## src/rtl/mc_ctrl_pkg.sv

```systemverilog
// Shared types and encodings for the multicycle MIPS controller.
package mc_ctrl_pkg;

    typedef enum logic [3:0] {
        FETCH   = 4'd0,
        DECODE  = 4'd1,
        MEMADR  = 4'd2,
        MEMRD   = 4'd3,
        MEMWB   = 4'd4,
        MEMWR   = 4'd5,
        EXEC    = 4'd6,
        ALUWB   = 4'd7,
        BRANCH  = 4'd8,
        ADDIEX  = 4'd9,
        ADDIWB  = 4'd10,
        JUMP    = 4'd11,
        JR      = 4'd12,
        TRAP    = 4'd13
    } state_t;

    typedef enum logic [1:0] {
        ALUOP_ADD   = 2'b00,
        ALUOP_SUB   = 2'b01,
        ALUOP_FUNCT = 2'b10
    } aluop_t;

    localparam logic [5:0] OP_RTYPE = 6'b000000;
    localparam logic [5:0] OP_LW    = 6'b100011;
    localparam logic [5:0] OP_SW    = 6'b101011;
    localparam logic [5:0] OP_BEQ   = 6'b000100;
    localparam logic [5:0] OP_BNE   = 6'b000101;
    localparam logic [5:0] OP_ADDI  = 6'b001000;
    localparam logic [5:0] OP_J     = 6'b000010;

    localparam logic [5:0] F_ADD = 6'b100000;
    localparam logic [5:0] F_SUB = 6'b100010;
    localparam logic [5:0] F_AND = 6'b100100;
    localparam logic [5:0] F_OR  = 6'b100101;
    localparam logic [5:0] F_SLT = 6'b101010;
    localparam logic [5:0] F_JR  = 6'b001000;

    localparam logic [2:0] ALU_ADD = 3'b010;
    localparam logic [2:0] ALU_SUB = 3'b110;
    localparam logic [2:0] ALU_AND = 3'b000;
    localparam logic [2:0] ALU_OR  = 3'b001;
    localparam logic [2:0] ALU_SLT = 3'b111;

endpackage

```

## src/rtl/mc_aludec.sv

```systemverilog
// ALU-control decode from aluop/funct; legal flags the R-type functs the ALU implements.
module mc_aludec
    import mc_ctrl_pkg::*;
#(
    parameter int ALUCTRL_W = 3
) (
    input  aluop_t               aluop,
    input  logic [5:0]           funct,
    output logic [ALUCTRL_W-1:0] alucontrol,
    output logic                 legal
);

    logic [2:0] fcode;
    logic [2:0] code;

    always_comb begin
        fcode = ALU_ADD;
        legal = 1'b1;
        case (funct)
            F_ADD:   fcode = ALU_ADD;
            F_SUB:   fcode = ALU_SUB;
            F_AND:   fcode = ALU_AND;
            F_OR:    fcode = ALU_OR;
            F_SLT:   fcode = ALU_SLT;
            default: legal = 1'b0;
        endcase
    end

    always_comb begin
        code = ALU_ADD;
        case (aluop)
            ALUOP_SUB:   code = ALU_SUB;
            ALUOP_FUNCT: code = fcode;
            default:     code = ALU_ADD;
        endcase
        // Wider ALU buses see the 3-bit code zero-extended.
        alucontrol      = '0;
        alucontrol[2:0] = code;
    end

endmodule

```

## src/rtl/mc_controller.sv

```systemverilog
// Multicycle MIPS Moore controller with memory wait states, access timeout and sticky trap.
module mc_controller
    import mc_ctrl_pkg::*;
#(
    parameter int ALUCTRL_W   = 3,
    parameter int MEM_TIMEOUT = 255
) (
    input  logic                 clk,
    input  logic                 reset,
    input  logic [5:0]           op,
    input  logic [5:0]           funct,
    input  logic                 zero,
    input  logic                 mem_ready,
    output logic                 mem_req,
    output logic                 iord,
    output logic                 memwrite,
    output logic                 irwrite,
    output logic                 pcen,
    output logic [1:0]           pcsrc,
    output logic                 alusrca,
    output logic [1:0]           alusrcb,
    output logic                 regdst,
    output logic                 memtoreg,
    output logic                 regwrite,
    output logic [ALUCTRL_W-1:0] alucontrol,
    output logic                 trap,
    output logic [3:0]           state_dbg
);

    localparam int CNT_W = (MEM_TIMEOUT > 0) ? $clog2(MEM_TIMEOUT + 1) : 1;
    localparam logic [CNT_W-1:0] CNT_LAST = (MEM_TIMEOUT > 0) ? CNT_W'(MEM_TIMEOUT - 1) : '0;
    localparam logic [CNT_W-1:0] CNT_MAX  = (MEM_TIMEOUT > 0) ? CNT_W'(MEM_TIMEOUT) : '1;

    state_t           state, state_next;
    aluop_t           aluop;
    logic [CNT_W-1:0] wait_cnt;
    logic             in_mem, timeout, funct_legal;
    logic             mem_req_s, memwrite_s, irwrite_s, pcen_s, regwrite_s;

    mc_aludec #(.ALUCTRL_W(ALUCTRL_W)) u_aludec (
        .aluop      (aluop),
        .funct      (funct),
        .alucontrol (alucontrol),
        .legal      (funct_legal)
    );

    assign in_mem  = (state == FETCH) || (state == MEMRD) || (state == MEMWR);
    // Fires on the wait cycle that brings the count up to MEM_TIMEOUT.
    assign timeout = (MEM_TIMEOUT > 0) && !mem_ready && (wait_cnt == CNT_LAST);

    always_ff @(posedge clk or posedge reset) begin
        if (reset) begin
            state    <= FETCH;
            wait_cnt <= '0;
        end else begin
            state <= state_next;
            if (!in_mem || mem_ready) wait_cnt <= '0;
            else if (wait_cnt != CNT_MAX) wait_cnt <= wait_cnt + 1'b1;
        end
    end

    always_comb begin
        state_next = state;
        mem_req_s  = 1'b0;
        memwrite_s = 1'b0;
        irwrite_s  = 1'b0;
        pcen_s     = 1'b0;
        regwrite_s = 1'b0;
        iord       = 1'b0;
        pcsrc      = 2'b00;
        alusrca    = 1'b0;
        alusrcb    = 2'b00;
        regdst     = 1'b0;
        memtoreg   = 1'b0;
        aluop      = ALUOP_ADD;
        trap       = 1'b0;
        case (state)
            FETCH: begin
                mem_req_s = 1'b1;
                alusrcb   = 2'b01;
                if (mem_ready) begin
                    irwrite_s  = 1'b1;
                    pcen_s     = 1'b1;
                    state_next = DECODE;
                end else if (timeout) state_next = TRAP;
            end
            DECODE: begin
                alusrcb = 2'b11;
                case (op)
                    OP_LW, OP_SW:   state_next = MEMADR;
                    OP_RTYPE: begin
                        if (funct == F_JR)    state_next = JR;
                        else if (funct_legal) state_next = EXEC;
                        else                  state_next = TRAP;
                    end
                    OP_BEQ, OP_BNE: state_next = BRANCH;
                    OP_ADDI:        state_next = ADDIEX;
                    OP_J:           state_next = JUMP;
                    default:        state_next = TRAP;
                endcase
            end
            MEMADR: begin
                alusrca    = 1'b1;
                alusrcb    = 2'b10;
                state_next = (op == OP_LW) ? MEMRD : MEMWR;
            end
            MEMRD: begin
                mem_req_s = 1'b1;
                iord      = 1'b1;
                if (mem_ready)    state_next = MEMWB;
                else if (timeout) state_next = TRAP;
            end
            MEMWB: begin
                regwrite_s = 1'b1;
                memtoreg   = 1'b1;
                state_next = FETCH;
            end
            MEMWR: begin
                mem_req_s  = 1'b1;
                iord       = 1'b1;
                memwrite_s = 1'b1;
                if (mem_ready)    state_next = FETCH;
                else if (timeout) state_next = TRAP;
            end
            EXEC: begin
                alusrca    = 1'b1;
                aluop      = ALUOP_FUNCT;
                state_next = ALUWB;
            end
            ALUWB: begin
                regwrite_s = 1'b1;
                regdst     = 1'b1;
                state_next = FETCH;
            end
            BRANCH: begin
                alusrca    = 1'b1;
                aluop      = ALUOP_SUB;
                pcsrc      = 2'b01;
                pcen_s     = (op == OP_BNE) ? !zero : zero;
                state_next = FETCH;
            end
            ADDIEX: begin
                alusrca    = 1'b1;
                alusrcb    = 2'b10;
                state_next = ADDIWB;
            end
            ADDIWB: begin
                regwrite_s = 1'b1;
                state_next = FETCH;
            end
            JUMP: begin
                pcsrc      = 2'b10;
                pcen_s     = 1'b1;
                state_next = FETCH;
            end
            JR: begin
                pcsrc      = 2'b11;
                pcen_s     = 1'b1;
                state_next = FETCH;
            end
            default: begin
                trap       = 1'b1;
                state_next = TRAP;
            end
        endcase
    end

    // Strobes are held low for the whole reset pulse, not just after the edge.
    assign mem_req   = mem_req_s  & ~reset;
    assign memwrite  = memwrite_s & ~reset;
    assign irwrite   = irwrite_s  & ~reset;
    assign pcen      = pcen_s     & ~reset;
    assign regwrite  = regwrite_s & ~reset;
    assign state_dbg = state;

endmodule

```

## config.mk

```make
export PLATFORM = sky130hd
export DESIGN_NAME = mc_controller
export DESIGN_NICKNAME = d
export VERILOG_FILES = /design/src/rtl/mc_ctrl_pkg.sv /design/src/rtl/mc_aludec.sv /design/src/rtl/mc_controller.sv
export SDC_FILE = /design/constraint.sdc
export NUM_CORES = 1
export LEC_CHECK = 0
export CORE_ASPECT_RATIO = 0.8
export CORE_MARGIN = 3
export CORE_UTILIZATION = 48
export CTS_CLUSTER_SIZE = 16
export DETAILED_ROUTE_END_ITERATION = 7
export PLACE_DENSITY = 0.8
export SYNTH_ARGS = -nofsm -noshare
export SYNTH_HDL_FRONTEND = slang
export SYNTH_HIERARCHICAL = 1
export SYNTH_SLANG_ARGS = --single-unit
```

## constraint.sdc

```tcl
create_clock -name clk -period 2.7 [get_ports clk]
set_clock_uncertainty 0.05 [all_clocks]
set_input_delay 0.81 -clock clk [delete_from_list [all_inputs] [get_ports clk]]
set_output_delay 0.81 -clock clk [all_outputs]
set_load 0.01 [all_outputs]
```

Word-level counts from Yosys, hierarchy flattened

Cells that the tools add are included.

Bits in latches: 0
Memory bits (read-only): 0
Flip-flop bits (word level): 12
Logic and storage cells: 87
Memories kept: 0
RAM bits: 0

Order comparisons: 0
Eq/ne operators: 28
Muxes and demuxes: 29
Add/sub/neg operators: 1
Divide/modulo/power cells: 0
Shifts and indexed selects: 0
Bitwise logic cells: 6
$mul: 0
Reductions and logical operators: 21

Operators with widths:

| operator                                             | count |
|---|---|
| equality test 6 bit (second input constant)          | 7 |
| case mux 4 bit (8 select lines)                      | 1 |
| two-way mux 4 bit                                    | 6 |
| equality test 4 bit (second input constant)          | 5 |
| case mux 4 bit (5 select lines)                      | 1 |
| equality test 4 x 3 -> 1 bit (second input constant) | 4 |
| two-way mux 8 bit                                    | 2 |
| OR reduction 13 bit                                  | 1 |
| equality test 6 x 3 -> 1 bit (second input constant) | 2 |
| equality test 6 x 4 -> 1 bit (second input constant) | 2 |
| two-way mux 1 bit                                    | 12 |
| case mux 2 bit (3 select lines)                      | 2 |
| case mux 3 bit (4 select lines)                      | 1 |
| OR reduction 2 bit                                   | 5 |
| adder 8 x 1 -> 8 bit (second input constant)         | 1 |
| equality test 4 x 2 -> 1 bit (second input constant) | 2 |
| equality test 8 bit (second input constant)          | 1 |
| != test 8 bit (second input constant)                | 1 |
| equality test 6 x 2 -> 1 bit (second input constant) | 1 |
| zero test 6 bit                                      | 1 |
| case mux 3 bit (2 select lines)                      | 1 |
| OR reduction 3 bit                                   | 2 |
| OR reduction 6 bit                                   | 1 |
| AND 1 bit                                            | 5 |
| other kinds (14)                                     | 18 |

Depth between registers and ports, before layout

Gate-level depths: netlist of the first run.

Depth in word-level cells: 7
Mapped depth: 7

Hierarchy

The synthesis of the first run kept the hierarchy.

Modules (own cells, without submodules):

| module        | instances | area an instance (um^2) | cells each |
|---|---|---|---|
| mc_controller | 1         | 1148.6                  | 152 |
| mc_aludec     | 1         | 167.7                   | 18 |

Least setup slack after synthesis of the first run

OpenSTA, ideal clock, no wires.

Kind: input-to-output
Start: in op[1]
End: out pcen
Cell stages on the path: 4
Slack: -48 ps
Arrival: 1888 ps
Path buffers: 0
Cell sequence: or3_4 nor4_2 o21ai_1 a311oi_1

Cells in the longest elaborated chain, start to end: 4

RTL lines:

| element                         | RTL line             | text |
|---|---|---|
| from (decl)                     | mc_controller.sv:10  | `input logic [5:0] op,` |
| equality test 6 x 3 -> 1 bit    | mc_controller.sv:139 | `pcen_s = (op == OP_BNE) ? !zero : zero;` |
| two-way mux 1 bit               | mc_controller.sv:139 |  |
| case mux 1 bit (3 select lines) | mc_controller.sv:77  | `case (state)` |
| AND 1 bit                       | mc_controller.sv:172 | `assign pcen = pcen_s & ~reset;` |
| to (decl)                       | mc_controller.sv:18  | `output logic pcen,` |

No other way between the ends.

Final worst setup path of the first run

Start: in op[5]
End: out pcen

Same word-level chain as after synthesis.

==> results of run 1 <==
==> Yosys cell counts (all sizes together) (2+ instances only) <==
library cell,number,share of area
nor2,19,0.054
nor3,19,0.072
a21oi,13,0.049
dfrtp,12,0.23
nand2,9,0.026
inv,8,0.023
buf,6,0.028
nand3,5,0.019
nor3b,5,0.029
o21ai,5,0.019
a211oi,4,0.023
a31oi,4,0.019
ha,4,0.038
nand2b,3,0.014
nand4,3,0.014
nand4bb,3,0.026
nor2b,3,0.014
o211ai,3,0.017
o22ai,3,0.019
or2,3,0.014
a21boi,2,0.011
and2,2,0.0095
and3,2,0.0095
clkbuf,2,0.0057
nor4,2,0.014
or3,2,0.013
or3b,2,0.013
xnor2,2,0.013
xor2,2,0.013
==> metrics by stage <==
stage,setup TNS (ns),area [um2]
floorplan,0,1323
global placement,-3.520,1924
detailed placement,-3.733,1924
CTS,-0.2848,2043
global route,-0.4572,2110
finish,-0.1305,2110
==> metal layers <==
metal / up-vias / GRT usage / routed length, um
li1: 775 / - / -
met1: 792 / 0.3168 / 1859
met2: 77 / 0.5188 / 2265
met3: 15 / 0.04936 / 280
met4: 0 / 0.05614 / 105
met5: - / 0 / 0
==> state kept, by name, indices dropped and copies added, names as in the netlist <==
register   count
state_dbg      4
wait_cnt       8
==> where the power goes <==
part	internal, W	switching (W)	leakage, nW
Clock	0.0000518	0.0000596	0.0138
Sequential	0.000216	0.0000356	0.162
Combinational	0.000657	0.000671	0.736
==> area by class of cell <==
| cell class | count | share of cell area |
|---|---|---|
| Multi-Input combinational cell | 142 | 0.5202 |
| Timing Repair Buffer | 74 | 0.2912 |
| Sequential cell | 12 | 0.1423 |
| Tap cell | 36 | 0.02135 |
| Inverter | 8 | 0.01423 |
| Clock buffer | 3 | 0.01068 |
==> cell families after synthesis <==
group | after synthesis
flops | 12
buf+inv | 16
xor+xnor | 4
compound gates | 45
simple gates | 87
mux | 2
fa+ha+maj | 4
==> placed cells by master (no fill, tap or decap), types with 3 or more instances in the layout <==
master / netlist / routed
buf_4: 0 / 32
nor2_1: 19 / 17
nor3_1: 19 / 16
dlygate4sd2_1: 0 / 15
dfrtp_1: 12 / 12
a21oi_1: 13 / 11
clkdlybuf4s50_1: 0 / 9
nand2_1: 9 / 8
buf_2: 5 / 8
nand3_1: 5 / 5
inv_1: 8 / 5
buf_6: 1 / 5
nor3b_1: 5 / 4
a31oi_1: 4 / 4
a211oi_1: 4 / 4
o21ai_0: 4 / 4
inv_2: 0 / 3
nand4_1: 3 / 3
nor2b_1: 3 / 3
o211ai_1: 3 / 3
nor3_2: 0 / 3
clkbuf_4: 0 / 3
==> worst max-delay path: cells and delay by family <==
family          cells  cell delay (ns)
compound gates      3             0.49
buf+inv             2             0.26
simple gates        1             0.41
==> how the worst min path moves through the flow <==
stage                start          end  cells past startpoint  slack, ns
2_1_floorplan  wait_cnt[7]  wait_cnt[7]                      1       0.43
3_3_place_gp   wait_cnt[7]  wait_cnt[7]                      1       0.46
3_5_place_dp   wait_cnt[7]  wait_cnt[7]                      1       0.47
4_1_cts        wait_cnt[7]  wait_cnt[7]                      1       0.49
5_1_grt        wait_cnt[7]  wait_cnt[7]                      1       0.54
6_report       wait_cnt[7]  wait_cnt[7]                      1       0.52
==> timing repair <==
action	in CTS	in global routing
pin swaps	13	10
resized for setup	75	17
buffers inserted	3	3
setup endpoints to repair	13	10
==> parameters.txt, run 1 <==
Parameter                              Value

Run status
  Status ... complete, but fails checks
  Violations in the final reports ... setup timing

Synth
  Share of cell area taken by muxes after synthesis ... 0.01901
  Share of async-settable or async-resettable flops after synthesis ... 1.000
  Sequential element share of the synthesized area ... 0.2281
  Cell count after synthesis ... 170
  Netlist Area Pre-Place ... 0.001316 mm2
  Number of warnings printed during yosys synthesis ... 6
  Simple-gate share of the synthesized area ... 0.3907
  Adder and majority cell fraction of the synthesized area ... 0.03802
  Synth Area in Compound Gates ... 0.2414
  Most used flip-flop cell after synthesis ... dfrtp_1
  EDFF count, synth ... 0
  Main combinational cell family by area after synthesis ... simple AND/OR/NAND/NOR gates
  Synthesized area divided by synthesized cell count ... 7.743 um2
  Number of distinct library cell variants in the gate-level netlist after synthesis ... between 50 and 60
  Mapped Nets ... 190
  Number of synthesized register bits ... 12
  Parity-gate share of the synthesized area counting xor and xnor cells ... 0.02662

Global routing
  Gr usage total ... 0.2710
  Gr ovfl total ... 0
  Pin count of the biggest net entering global routing ... 19
  Antenna violations before repair ... 0
  First-pass GRT wire length ... 7.258 mm
  Number of global-route vias before repair ... 1611

Final layout
  Area growth from synthesis to final layout ... 60.27%
  Share of cells above drive strength 1 ... 0.3598
  Area occupied by multi-input gates ... 0.001097 mm2
  Ant diodes ... 0
  Fraction of the core area covered by cells at the end of the flow ... 0.8363
  Filler cells ... 163
  Area taken by flip-flops and latches ... ~300 um2
  Number of nets in the finished design ... 261
  Non-filler instance count after layout ... ~280

Pwr
  Final Power ... 0.001691 W
  Peak supply drop ... 0.5430 mV
  Leakage power ... 0.9127 nW
  Power Dens Cells ... 801.6 mW/mm2

STA
  Top achievable clock speed ... 0.3541 GHz
  Setup-violating endpoint count in the final report ... 3
  Count of final hold-check violations ... 0
  Final worst path period share ... 1.046
  Transition time at the pin with the least slew margin ... around 0.48 ns
  Slew Limit Headroom ... 0.6813
  Final worst-path setup slack ... -0.1238 ns
  Post-layout min period ... 2.824 ns
  Max Slew Vio Count ... 0
  Setup repair after global routing missed its margin ... yes
  Minimum hold slack ... 0.5221 ns

Place
  Routability-driven placement congestion ratio ... 0.8399
  Cell count after placement ... 266
  Count of buffers inserted at the top-level ports ... 36
  DP Wirelength ... 3.160 mm
  Placement-stage worst setup slack ... -0.9568 ns

Setup path
  Kind of capture point of the worst setup path ... primary output
  Critical Setup Path Class ... input port to primary output
  Worst R2R Start ... state_dbg[2]
  List of cells traversed by the critical path ... buf_2, or3_4, o31a_1, o21ai_1, a311oi_2, buf_2
  R2R depth ... 6
  Timing startpoint of the critical path ... op[5]
  Worst path most repeated cell ... buf_2
  Reg-to-Reg End ... state_dbg[1]
  Capture point of the worst path ... pcen
  Biggest fanout along the worst timing path ... 3
  Arrival time worst endpoint ... 1.96 ns
  Max stage delay cell, worst path ... or3_4
  Data required time of the critical path ... 1.84 ns
  Startpoint types ... input port
  Reg2reg setup slack ... 0.79 ns
  Delay of the slowest cell on the worst path ... 0.41 ns

Route
  Vias per std cell ... 6.033
  Total routed wirelength ... 4.511 mm
  Detailed-router iteration count before antenna repair ... 4
  Iter 0 DRT Violations ... 104
  Antenna Nets Post-Route ... 0
  DRC ... 0
  Wirelength per Cell ... 16.40 um
  DR vias ... approximately 1700

Clock tree
  TritonCTS clock tree ... built
  Num Clock Sinks ... 12
  Number of buffers between clock root and the deepest sink ... 2
  Clock latency reported for the late side of the worst-skew pair ... between 0.2 and 0.3 ns
  H-Tree Depth ... 1
  Clk Tree Root Cell ... clkbuf_4
  Clock-pin slew on the worst setup and hold paths ... roughly 0.070 ns
  Inserted Clock Buffers ... 3
  Post-CTS Hold Fix Bufs ... 0

Die
  Die Height ... 52.84 um
  Cell row count ... 16
  Number of top-level pins ... 37
  Initial Util ... 0.5218
  Area of the die ... 0.003411 mm2
  Overall die width ... 64.55 um
  Area of the placeable core ... 0.002522 mm2

Min path
  Type of the most critical hold path ... flip-flop to flip-flop

Run
  Max-cap check violation count ... 0
No activity file was read; power rests on OpenSTA's default activity.
==> run 2: changes to the inputs <==
Settings changed: CORE_UTILIZATION 48 to 52, PLACE_DENSITY 0.8 to 0.86, RECOVER_POWER from default to 25, SYNTH_HIERARCHICAL 1 to default.
Clock period 2.7 ns to 3.3 ns, I/O delays scaled along.
==> parameters.txt, run 2 <==
Parameter                              Value

Run status
  Status ... finished clean

Clock tree
  Inserted Clock Buffers ... 3
  Num Clock Sinks ... 12
  Clock latency reported for the late side of the worst-skew pair ... 0.27 ns
  Clock-pin slew on the worst setup and hold paths ... approximately 0.070 ns
  H-Tree Depth ... 1
  Clk Tree Root Cell ... clkbuf_4
  Number of buffers between clock root and the deepest sink ... 2
  Post-CTS Hold Fix Bufs ... 0
  TritonCTS clock tree ... built

Synth
  Top post-synthesis cells by area ... dfrtp_1 (22%), nor2_1 (4.8%), ha_1 (4.7%)
  EDFF count, synth ... 0
  Sequential element share of the synthesized area ... 0.2245
  Top cell types by occurrence after synthesis ... nor2_1 (17), nand2_1 (13), dfrtp_1 (12)
  Dominant cell type by area after synthesis ... dfrtp_1
  Count leader, synth ... nor2_1
  Share of async-settable or async-resettable flops after synthesis ... 1.000
  Number of warnings printed during yosys synthesis ... 0
  Cell count after synthesis ... 172
  Proportion of netlist area held by the largest area contributor ... 0.2245
  Mapped Nets ... 193
  Most used flip-flop cell after synthesis ... dfrtp_1
  Number of synthesized register bits ... 12
  Synthesized area divided by synthesized cell count ... around 7.8 um2
  Netlist Area Pre-Place ... 0.001338 mm2
  Number of distinct library cell variants in the gate-level netlist after synthesis ... 49

Pwr
  Peak supply drop ... 0.2828 mV
  Power Dens Cells ... 642.1 mW/mm2
  Leakage power ... 0.8595 nW

Setup path
  Reg2reg setup slack ... between 1 and 1.5 ns
  Timing startpoint of the critical path ... op[1]
  Kind of capture point of the worst setup path ... primary output
  Critical Setup Path Class ... input port to primary output
  Worst R2R Start ... state_dbg[2]
  Biggest fanout along the worst timing path ... 3
  R2R depth ... 5
  Reg-to-Reg End ... wait_cnt[2]
  Arrival time worst endpoint ... 2.23 ns
  Startpoint types ... input port
  Capture point of the worst path ... pcen
  Data required time of the critical path ... about 2.3 ns

Die
  Area of the die ... 0.003220 mm2
  Number of top-level pins ... 37
  Cell row count ... 15
  Initial Util ... 0.5842
  Die Height ... 51.36 um
  Area of the placeable core ... ~0.0023 mm2
  Overall die width ... roughly 63 um

Route
  DR vias ... approximately 1500
  Antenna Nets Post-Route ... 0
  DRC ... 0
  Vias per std cell ... 5.977
  Iter 0 DRT Violations ... about 140
  Detailed-router iteration count before antenna repair ... 4
  Wirelength per Cell ... ~15 um
  Total routed wirelength ... 3.843 mm

Global routing
  Met3 track demand over resource in global routing ... 0.05495
  Number of global-route vias before repair ... 1420
  Antenna violations before repair ... 0
  First-pass GRT wire length ... between 6 and 7 mm
  Global-route met1 utilization ... 0.3096
  Gr usage total ... 0.2505
  Gr ovfl total ... 0
  Highest-utilization routing layer at the global route stage ... met2
  Met2 global-route usage ... 0.4513
  Pin count of the biggest net entering global routing ... 19

STA
  Max Slew Vio Count ... 0
  Top achievable clock speed ... 0.3059 GHz
  Setup tns final ... 0 ns
  Final worst path period share ... 0.9905
  Post-layout min period ... 3.269 ns
  Setup repair after global routing missed its margin ... no
  Slew Limit Headroom ... 0.5592
  Transition time at the pin with the least slew margin ... 0.6612 ns
  Setup-violating endpoint count in the final report ... 0
  Count of final hold-check violations ... 0

Final layout
  Flip-flop count of the largest register after layout ... 8
  Share of cells above drive strength 1 ... 0.1911
  Reg with most FFs ... wait_cnt
  Non-filler instance count after layout ... 259
  Leading cell type in the layout, fill and taps excluded ... buf_4
  Area occupied by multi-input gates ... 964.7 um2
  Area growth from synthesis to final layout ... 41.44%
  Filler cells ... 163
  Ant diodes ... 0
  Commonest cells after routing, fill and taps aside ... buf_4 (23), clkdlybuf4s50_1 (22), nor2_1 (17), nand2_1 (13), dfrtp_1 (12)
  Area taken by flip-flops and latches ... between 300 and 400 um2
  Number of nets in the finished design ... ~250

Min path
  Worst Min Path Start ... wait_cnt[7]
  Type of the most critical hold path ... flip-flop to flip-flop

Place
  Routability-driven placement congestion ratio ... between 0.8 and 0.9
  Count of buffers inserted at the top-level ports ... 36
  Cell count after placement ... 255
  DP Wirelength ... 3.103 mm

Run
  Max-cap check violation count ... 0
run 2: cell count changes after synthesis, moves of 3 or more:
cell,change
xnor2_1,+3
nor2b_1,+5
a22oi_1,+3
nor3_1,-11
nand2b_1,+4
nand4bb_1,-3
a21oi_1,-3
a211oi_1,-3
nand2_1,+4
nor3b_1,-3
run 2: metal layers:
metal  routed length (um)  vias up
met1                 1651      735
met4                   42        0
li1                     -      735
met2                 1834       72
met5                    0        -
met3                  313        6
run 2: how the worst min path moves through the flow:
| stage | cells past startpoint | end |
|---|---|---|
| after global placement | 2 | wait_cnt[7] |
| after floorplan | 2 | wait_cnt[7] |
| after detailed placement | 2 | wait_cnt[7] |
| after global routing | 2 | wait_cnt[7] |
| final | 2 | wait_cnt[7] |
| after CTS | 2 | wait_cnt[7] |
run 2: worst max-delay path, cell delays in order:
cell             delay [ns]
clkdlybuf4s15_1        0.20
nor4_2                 0.28
buf_4                  0.16
and4_1                 0.20
o21ai_2                0.07
a31oi_1                0.18
buf_2                  0.16
run 2: area by class of cell:
| class | count | share of cell area |
|---|---|---|
| tap | 34 | 0.02249 |
| inverter | 10 | 0.01984 |
| sequential | 12 | 0.1587 |
| multi-input combinational | 140 | 0.5099 |
| timing repair buffer | 60 | 0.2771 |
| clock buffer | 3 | 0.01190 |
run 2: power by group:
part / internal (W) / switching [W]
registers: 0.000180 / 0.0000580
logic: 0.000434 / 0.000456
clock network: 0.0000422 / 0.0000454
run 2: cell families (layout without fill, tap and decap cells):
logic type	after synthesis	count (layout)	synth area share
AND/OR/NAND/NOR	83	83	0.3611
buffers and inverters	20	73	0.07858
flip-flops	12	12	0.2245
multiplexers	1	1	0.007484
XOR/XNOR	6	6	0.04490
AO/OA/AOI/OAI	45	45	0.2367
adder cells (fa/ha/maj)	5	5	0.04677
run 2: per-stage QoR:
step	utilization	setup slack [ns]	power [W]	hold WS, ns	cell area [um2]
6_report	0.8262	0.03141	0.001215	0.5078	1892
5_1_grt	0.8262	0.001178	0.001320	0.5578	1892
4_1_cts	0.8251	0.001864	0.001205	0.5029	1889
3_5_place_dp	0.8060	-0.6854	0.001124	0.4908	1846
3_3_place_gp	0.8060	-0.6099	0.001097	0.4763	1846
2_1_floorplan	-	0.3660	0.0007668	0.4628	1338
run 2: repair_timing:
item / CTS / global route
buffers inserted: 1 / 0
pin swaps: 3 / 2
gates resized for setup: 26 / 6
endpoints found under the setup margin: 6 / 5
==> run 3: changes to the inputs <==
Settings changed: CORE_MARGIN 3 to 10, CTS_CLUSTER_SIZE 16 to 8, SKIP_CTS_REPAIR_TIMING from default to 1.
==> parameters.txt, run 3 (synthesis results as in run 2) <==
Parameter                              Value

Setup path
  Critical path buffer and inverter count ... 2
  Timing startpoint of the critical path ... funct[5]
  Arrival time worst endpoint ... 2.21 ns
  Cell family contributing the most delay on the critical path ... buffers and inverters
  Biggest fanout along the worst timing path ... 4
  Capture point of the worst path ... alucontrol[1]
  Kind of capture point of the worst setup path ... primary output
  Max stage delay cell, worst path ... clkdlybuf4s50_1
  Stages on worst setup path ... 5
  Data required time of the critical path ... 2.26 ns
  Delay of the slowest cell on the worst path ... around 0.49 ns
  List of cells traversed by the critical path ... clkdlybuf4s50_1, nor2b_4, nand2_1, a211o_1, dlymetal6s2s_1
  Reg-to-Reg End ... wait_cnt[2]
  Startpoint types ... input port
  R2R depth ... 5
  Worst R2R Start ... state_dbg[2]
  Reg2reg setup slack ... roughly 1.5 ns
  Critical Setup Path Class ... input port to primary output

Global routing
  Number of global-route vias before repair ... 1514
  Antenna violations before repair ... 0
  Gr ovfl total ... 0
  First-pass GRT wire length ... about 7.2 mm
  Pin count of the biggest net entering global routing ... 18
  Gr usage total ... 0.1691

Route
  Total routed wirelength ... around 4.6 mm
  Iter 0 DRT Violations ... 244
  DRC ... 0
  DR vias ... between 1500 and 2000
  Vias per std cell ... 5.910
  Antenna Nets Post-Route ... 0
  Detailed-router iteration count before antenna repair ... 4
  Wirelength per Cell ... 17.00 um

Min path
  Type of the most critical hold path ... flip-flop to flip-flop

STA
  Final worst path period share ... 0.9853
  Post-layout min period ... between 3 and 4 ns
  Slew Limit Headroom ... 0.5590
  Setup-violating endpoint count in the final report ... 0
  Minimum hold slack ... ~0.51 ns
  Transition time at the pin with the least slew margin ... 0.6615 ns
  Count of final hold-check violations ... 0
  Top achievable clock speed ... 0.3076 GHz
  Max Slew Vio Count ... 0

Place
  Routability-driven placement congestion ratio ... 0.8825
  DP Wirelength ... 3.562 mm
  Count of buffers inserted at the top-level ports ... 36

Run status
  Status ... finished clean

Die
  Initial Util ... 0.5432
  Area of the placeable core ... 0.002462 mm2
  Die Height ... 65.36 um
  Cell row count ... 16
  Area of the die ... around 0.005 mm2
  Overall die width ... 76.70 um
  Number of top-level pins ... 37

Pwr
  Internal power summed over all cells ... 0.0007043 W
  Net switching power of the design ... 0.0005954 W
  Power Dens Cells ... 650.1 mW/mm2
  Peak supply drop ... between 0.3 and 0.4 mV
  Clock share of power ... 0.072
  Leakage power ... 1.025 nW
  Sw frac ... 0.4581
  Comb power frac ... 0.753
  Flop pwr share ... 0.175

Clock tree
  Clock-pin slew on the worst setup and hold paths ... 0.07 ns
  Num Clock Sinks ... 12
  H-Tree Depth ... 1
  Inserted Clock Buffers ... 3
  Clk Tree Root Cell ... clkbuf_4
  TritonCTS clock tree ... built
  Number of buffers between clock root and the deepest sink ... 2
  Clock latency reported for the late side of the worst-skew pair ... 0.29 ns

Final layout
  Area growth from synthesis to final layout ... 49.49%
  Commonest cells after routing, fill and taps aside ... buf_4 (30), clkdlybuf4s50_1 (21), nor2_1 (17), dlymetal6s2s_1 (15), nand2_1 (13)
  Number of nets in the finished design ... 255
  Ant diodes ... 0
  Reg with most FFs ... wait_cnt
  Fraction of the core area covered by cells at the end of the flow ... 0.8120
  Leading cell type in the layout, fill and taps excluded ... buf_4
  Share of cells above drive strength 1 ... 0.1940
  Flip-flop count of the largest register after layout ... 8

Run
  Max-cap check violation count ... 0
-- run 3: cell count changes in the layout (fill, tap and decap cells not counted), moves of 2 or more --
cell / change
dlymetal6s2s_1: +13
buf_4: +7
dlygate4sd2_1: -7
buf_2: -2
clkdlybuf4s15_1: -2
nor3b_2: -2
-- run 3: worst reg2reg max path, stage by stage (launching register included) --
cell and delay [ns]:
dfrtp_1 0.41, buf_4 0.22, nor3_4 0.23, a21oi_1 0.10, or3_1 0.50, a211oi_2 0.21
-- run 3: area by class of cell --
cell class	count	area [um2]
clock buffer	3	22.52
timing repair buffer	67	626.9
tap	36	45.04
fill	181	462.9
inverter	10	37.54
sequential	12	301.5
multi-input combinational	140	965.9
-- run 3: per-stage QoR --
step | instance area (um2) | TNS, ns | setup slack (ns) | std cells | power, W
after floorplan | 1338 | 0 | 0.3660 | 172 | 0.0007668
after global placement | 1871 | -1.461 | -0.4966 | 260 | 0.001124
after detailed placement | 1871 | -1.805 | -0.6525 | 260 | 0.001159
after CTS | 1893 | -1.901 | -0.6762 | 263 | 0.001249
after global routing | 1999 | -0.01202 | -0.006827 | 268 | 0.001395
final | 1999 | 0 | 0.04849 | 268 | 0.001300
-- run 3: layer usage --
metal | vias to the layer above | global-route usage | part of all wire
met5 | - | 0 | 0
met2 | 82 | 0.2931 | 0.49
met1 | 744 | 0.1959 | 0.40
li1 | 746 | - | -
met4 | 0 | 0.06481 | 0.023
met3 | 12 | 0.04620 | 0.083
-- run 3: worst min-delay path by stage --
stage	endpoint	depth (start not counted)	slack, ns	start
final	wait_cnt[7]	2	0.51	wait_cnt[7]
after global placement	wait_cnt[7]	2	0.48	wait_cnt[7]
after detailed placement	wait_cnt[7]	2	0.50	wait_cnt[7]
after global routing	wait_cnt[7]	2	0.54	wait_cnt[7]
after floorplan	wait_cnt[7]	2	0.46	wait_cnt[7]
after CTS	wait_cnt[7]	2	0.51	wait_cnt[7]
-- run 3: power groups by stage --
| stage | clock network, W | registers (W) | logic [W] |
|---|---|---|---|
| after CTS | 0.0000898 | 0.000232 | 0.000928 |
| final | 0.0000936 | 0.000227 | 0.000979 |
| after detailed placement | 0 | 0.000235 | 0.000925 |
| after floorplan | 0 | 0.000222 | 0.000544 |
| after global routing | 0.000102 | 0.000236 | 0.00106 |
| after global placement | 0 | 0.000231 | 0.000892 |
